$ cat src/rtl/add_fft_pkg.sv
// Shared definitions for the additive-FFT arbiter: FSM encoding and the
// default number of result writes expected per FFT run.
package add_fft_pkg;

  localparam int NPTS_DEF = 256;

  typedef enum logic [1:0] {
    S_IDLE  = 2'd0,
    S_START = 2'd1,
    S_RUN   = 2'd2,
    S_FIN   = 2'd3
  } state_e;

endpackage

$ cat src/rtl/add_fft_arb.sv
// Two-requester round-robin arbiter in front of one shared additive FFT.
// It grants one requester, starts the FFT, routes the result writes to that requester's RAM, and reports protocol errors.
module add_fft_arb
  import add_fft_pkg::*;
#(
  parameter int DIN_W = 256,
  parameter int AW    = 8,
  parameter int DW    = 8,
  parameter int NPTS  = NPTS_DEF
) (
  input  logic             clk_i,
  input  logic             rst_ni,
  input  logic [1:0]       req_i,
  input  logic [DIN_W-1:0] din0_i,
  input  logic [DIN_W-1:0] din1_i,
  output logic [1:0]       gnt_o,
  output logic [1:0]       done_o,
  output logic             ram0_wr_o,
  output logic             ram1_wr_o,
  output logic [AW-1:0]    ram_addr_o,
  output logic [DW-1:0]    ram_din_o,
  output logic             err_o,
  output logic             fft_start_o,
  output logic [DIN_W-1:0] fft_din_o,
  input  logic             fft_done_i,
  input  logic             fft_ram_wr_i,
  input  logic [AW-1:0]    fft_ram_addr_i,
  input  logic [DW-1:0]    fft_ram_din_i
);

  localparam logic [8:0] NPTS_C  = 9'(NPTS);
  localparam logic [8:0] CNT_MAX = 9'h1ff;

  state_e           state_q, state_d;
  logic             ptr_q;
  logic [1:0]       gnt_q;
  logic [DIN_W-1:0] din_q;
  logic [8:0]       cnt_q;
  logic             err_q;
  logic             win;
  logic             in_run;
  logic             err_set;

  // Contention goes to the pointer; a lone requester wins outright.
  assign win = req_i[0] ? (req_i[1] & ptr_q) : 1'b1;

  always_ff @(posedge clk_i) begin
    if (!rst_ni) state_q <= S_IDLE;
    else         state_q <= state_d;
  end

  // NOTE: state_d gets a default before the case so no path leaves it
  // unassigned; without it the combinational block would infer a latch.
  always_comb begin
    state_d = state_q;
    case (state_q)
      S_IDLE:  if (|req_i) state_d = S_START;
      S_START: state_d = S_RUN;
      S_RUN:   if (fft_done_i) state_d = S_FIN;
      S_FIN:   state_d = S_IDLE;
      default: state_d = S_IDLE;
    endcase
  end

  assign in_run = (state_q == S_RUN);

  // Writes and done pulses are only legal while running; anything else is
  // dropped here and flagged.
  assign err_set = ((state_q == S_FIN) && (cnt_q != NPTS_C))
                 || (fft_ram_wr_i && !in_run)
                 || (fft_done_i && ((state_q == S_IDLE) || (state_q == S_START)));

  // NOTE: registers use non-blocking assignments so every flop samples the
  // pre-edge values, independent of statement order.
  always_ff @(posedge clk_i) begin
    if (!rst_ni) begin
      ptr_q <= 1'b0;
      gnt_q <= 2'b00;
      din_q <= '0;
      cnt_q <= '0;
      err_q <= 1'b0;
    end else begin
      if (err_set) err_q <= 1'b1;
      case (state_q)
        S_IDLE: begin
          if (|req_i) begin
            gnt_q <= win ? 2'b10 : 2'b01;
            din_q <= win ? din1_i : din0_i;
            cnt_q <= '0;
          end
        end
        S_RUN: begin
          if (fft_ram_wr_i && (cnt_q != CNT_MAX)) cnt_q <= cnt_q + 9'd1;
        end
        S_FIN: begin
          gnt_q <= 2'b00;
          ptr_q <= gnt_q[0];
        end
        default: ;
      endcase
    end
  end

  assign gnt_o       = gnt_q;
  assign done_o      = (state_q == S_FIN) ? gnt_q : 2'b00;
  assign fft_start_o = (state_q == S_START);
  assign fft_din_o   = din_q;
  assign err_o       = err_q;
  assign ram0_wr_o   = in_run & fft_ram_wr_i & gnt_q[0];
  assign ram1_wr_o   = in_run & fft_ram_wr_i & gnt_q[1];
  assign ram_addr_o  = fft_ram_addr_i;
  assign ram_din_o   = fft_ram_din_i;

endmodule

$ cat config.mk
export PLATFORM = sky130hd
export DESIGN_NAME = add_fft_arb
export DESIGN_NICKNAME = d
export VERILOG_FILES = /design/src/rtl/add_fft_pkg.sv /design/src/rtl/add_fft_arb.sv
export SDC_FILE = /design/constraint.sdc
export NUM_CORES = 1
export LEC_CHECK = 0
export BUFFER_PORTS_ARGS = -buffer_cell sky130_fd_sc_hd__buf_2
export CORE_AREA = 8 8 307 309
export CTS_CLUSTER_SIZE = 14
export DETAILED_ROUTE_END_ITERATION = 10
export DIE_AREA = 0 0 315 317
export GPL_ROUTABILITY_DRIVEN = 0
export PLACE_DENSITY_LB_ADDON = 0.08
export SYNTH_ARGS = -nofsm -noshare
export SYNTH_HDL_FRONTEND = slang
export SYNTH_SLANG_ARGS = --single-unit
$ cat constraint.sdc
create_clock -name clk_i -period 5.84 [get_ports clk_i]
set_input_delay 1.168 -clock clk_i [delete_from_list [all_inputs] [get_ports clk_i]]
set_output_delay 1.168 -clock clk_i [all_outputs]
set_load 0.03 [all_outputs]
==> out/qor.tcl <==
set qor(async_reset_ff_share_pct) 0
set qor(switching_share_pct) 42.9
set qor(port_buffers) 781
set qor(maxSlewViolCount) 0
set qor(cp_data_required_time_ps) 4670
set qor(design.final.nets) 2243
set qor(via_per_inst) 4.04
set qor(tritoncts.num_buffers) 41
set qor(floorplan_core_area_sq_um) 89300
set qor(crit_type) {reg2out}
set qor(core.rowCount) 110
set qor(cts_post_setup_buffers_inserted) 0
set qor(cts_root_buf) {clkbuf_16}
set qor(relative_area_change_from_synthesis_to_final_layout_pct) 62.4
set qor(arrival_ps) 1740
set qor(finalHoldWorstSlack_ps) 499
set qor(power.density_nw_per_um2) 513
set qor(insertion_delay_ps) 560
set qor(yosys_warn_count) 0
set qor(postSynthNetCount) 1539
set qor(power.static_leakage_nw) 7.67
set qor(sequential_share_of_the_synthesized_area_pct) 53.7
set qor(end_of_the_worst_register_to_register_path) {fft_din_o[71]}
set qor(run_status) {completed}
set qor(tightestPinTransition_ps) 1160
set qor(finalWorstPathRequiredPeriod_ps) 2910
set qor(drc) 0
set qor(wire_length_of_the_first_global_routing_pass_um) 87200
set qor(power_switching_w) 0.00361
set qor(synthMostInstantiatedCell) {dfxtp_1}
set qor(crit_path_end_kind) {primary output}
set qor(cts.clk_slew.worst_paths_ps) 50
set qor(cts.repair.resized) 0
set qor(multiInputGateArea_sq_um) 4030
set qor(drive_gt1_share_pct) 49.6
set qor(dominantRegCellSynth) {dfxtp_1}
set qor(drt_first_iter_violations) 1355
set qor(design.die.area_sq_um) 99900
set qor(floorplan.initialDensity_pct) 11.3
set qor(yosys.area.top_type_share_pct) 53.7
set qor(worst_hold_path.num_cells) 2
set qor(detailedPlacementHpwl_um) 45700
set qor(internal_power_w) 0.00481
set qor(drt-pass1-iter-count) 9
set qor(power_frac_comb_pct) 41.5
set qor(antenna_found_initial) 36
set qor(antenna_left) 0
set qor(fp.dieW_um) 315
set qor(setup.reg_to_reg.worst_slack_ps) 3200
set qor(dr_total_vias) 11800
set qor(maxCapViolCount) 0
set qor(totalWireLength_um) 62800
set qor(synth_edf_count) 0
set qor(timing.reg2reg.worst_path_depth) 7
set qor(synth.top_cells.by_count) {dfxtp_1 (271), nor2_1 (265), a222oi_1 (256), buf_2 (66), clkbuf_1 (47)}
set qor(htree_num_levels) 2
set qor(synth_top_cells_by_area) {dfxtp_1 (54%), a222oi_1 (25%), nor2_1 (9.8%), buf_2 (3.3%), clkbuf_1 (1.7%)}
set qor(layout.core_utilization_pct) 18.4
set qor(io-pin-count) 814
set qor(synth_cells) 998
set qor(slew_headroom_pct) 22.5
set qor(seqPwrFrac_pct) 30.0
set qor(fin_worst_skew_ps) 19.3
set qor(finalSetupViolations) 0
set qor(final_min_period_over_clock_period_pct) 49.8
set qor(timing.fmax_ghz) 0.344
set qor(clock_tree.buffer_depth) 3
set qor(globalRouteOverflowTotal) 0
set qor(setup_total_negative_slack_ps) 0
set qor(hold-path-endpoint) {cnt_q[6]}
set qor(cts_hold_repair.buffers) 0
set qor(dieHeight_um) 317
set qor(final_hold_viol_count) 0
set qor(final.fill_count) 10100
set qor(wl_per_cell_um) 21.4
set qor(element_type_at_the_critical_path_start) {flop}
set qor(min_from) {cnt_q[6]}
set qor(netlist.top_cell.by_area) {dfxtp_1}
set qor(ff_latch_area_sq_um) 5430
set qor(groute.usage.overall_pct) 11.6
set qor(grt_pass1_vias) 12200
set qor(clkPwrFrac_pct) 28.6
set qor(peak_supply_drop_mv) 0.177
set qor(clock_sink_count) 271
set qor(critical_path.reg2reg.startpoint) {state_q[0]}
set qor(tritoncts) {built}
set qor(yosys.cell_types.count) 32
set qor(pin_count_of_the_biggest_net_entering_global_routing) 153
set qor(cell_area_after_technology_mapping_sq_um) 10100
set qor(synth-seq-cells) 271
set qor(grt_setup_unrepaired) {false}
set qor(crit_fanout) 9
set qor(worst_hold_path_type) {reg2reg}
set qor(avgSynthCellArea_sq_um) 10.1
cell type report:
type                       count  share of cell area [%]
clock buffer                  60                    7.18
inverter                      11                   0.297
multi-input combinational    585                    24.5
clock inverter                12                   0.732
sequential                   271                    33.1
tap                         1176                    8.97
timing repair buffer         792                    24.9
antenna                       24                   0.366
cells by family (layout without fill, tap and decap cells):
logic type | count (synthesis) | after routing | synth area share (%)
buffers and inverters | 142 | 875 | 6.78
AO/OA/AOI/OAI | 283 | 283 | 27.0
multiplexers | 3 | 3 | 0.310
other | 0 | 24 | 0
adder cells (fa/ha/maj) | 7 | 7 | 0.867
AND/OR/NAND/NOR | 292 | 292 | 11.4
flip-flops | 271 | 271 | 53.7
cell usage in the layout (no fill, tap or decap), types with 4 or more instances in the layout:
cell	instances
buf_2	781
dfxtp_1	271
nor2_1	265
a222oi_1	256
clkbuf_16	41
diode_2	24
clkbuf_1	11
inv_1	10
a21oi_1	10
clkbuf_8	8
ha_1	7
buf_12	7
nand2_1	6
o21ai_0	5
clkinv_2	5
or3_1	4
buf_4	4
sequential cells by signal (all words and copies together), names as in the netlist:
name,cells
ptr_q,1
fft_din_o,256
gnt_o,2
cnt_q,9
err_o,1
state_q,2
worst max-delay path, stage by stage (launching register included):
cell     delay (ps)
dfxtp_1         330
inv_1            90
ha_1            360
and3_1          210
buf_2           200
power by group through the flow:
stage | registers [W] | clock network, W | logic (W)
finish | 0.00252 | 0.00241 | 0.00349
global route | 0.00257 | 0.00263 | 0.00378
CTS | 0.00252 | 0.00256 | 0.00357
detailed placement | 0.00255 | 0 | 0.00357
global placement | 0.00256 | 0 | 0.00356
floorplan | 0.00335 | 0 | 0.00152
worst max-delay path by stage:
| stage | startpoint | to | cells past startpoint |
|---|---|---|---|
| 3_3_place_gp | req_i[1] | fft_din_o[96] | 5 |
| 2_1_floorplan | fft_ram_wr_i | ram0_wr_o | 1 |
| 5_1_grt | state_q[0] | ram1_wr_o | 4 |
| 4_1_cts | state_q[0] | ram0_wr_o | 4 |
| 3_5_place_dp | req_i[1] | fft_din_o[71] | 5 |
| 6_report | state_q[0] | ram0_wr_o | 4 |
stage by stage:
step / total power, W / instances / worst slack (ps) / instance area, sq um
2_1_floorplan: 0.00487 / 998 / 3190 / 10100
3_3_place_gp: 0.00612 / 2835 / 2700 / 15000
3_5_place_dp: 0.00612 / 2835 / 2720 / 15000
4_1_cts: 0.00865 / 2907 / 2820 / 16300
5_1_grt: 0.00898 / 2921 / 2760 / 16400
6_report: 0.00842 / 2931 / 2930 / 16400
layer usage:
metal / global-route usage (%) / up-vias / routed length (um)
li1: - / 5443 / -
met1: 11.8 / 5615 / 21500
met2: 20.4 / 647 / 31900
met3: 5.59 / 108 / 7390
met4: 4.56 / 20 / 1890
met5: 0 / - / 140
(Power assumes the default switching activity.)
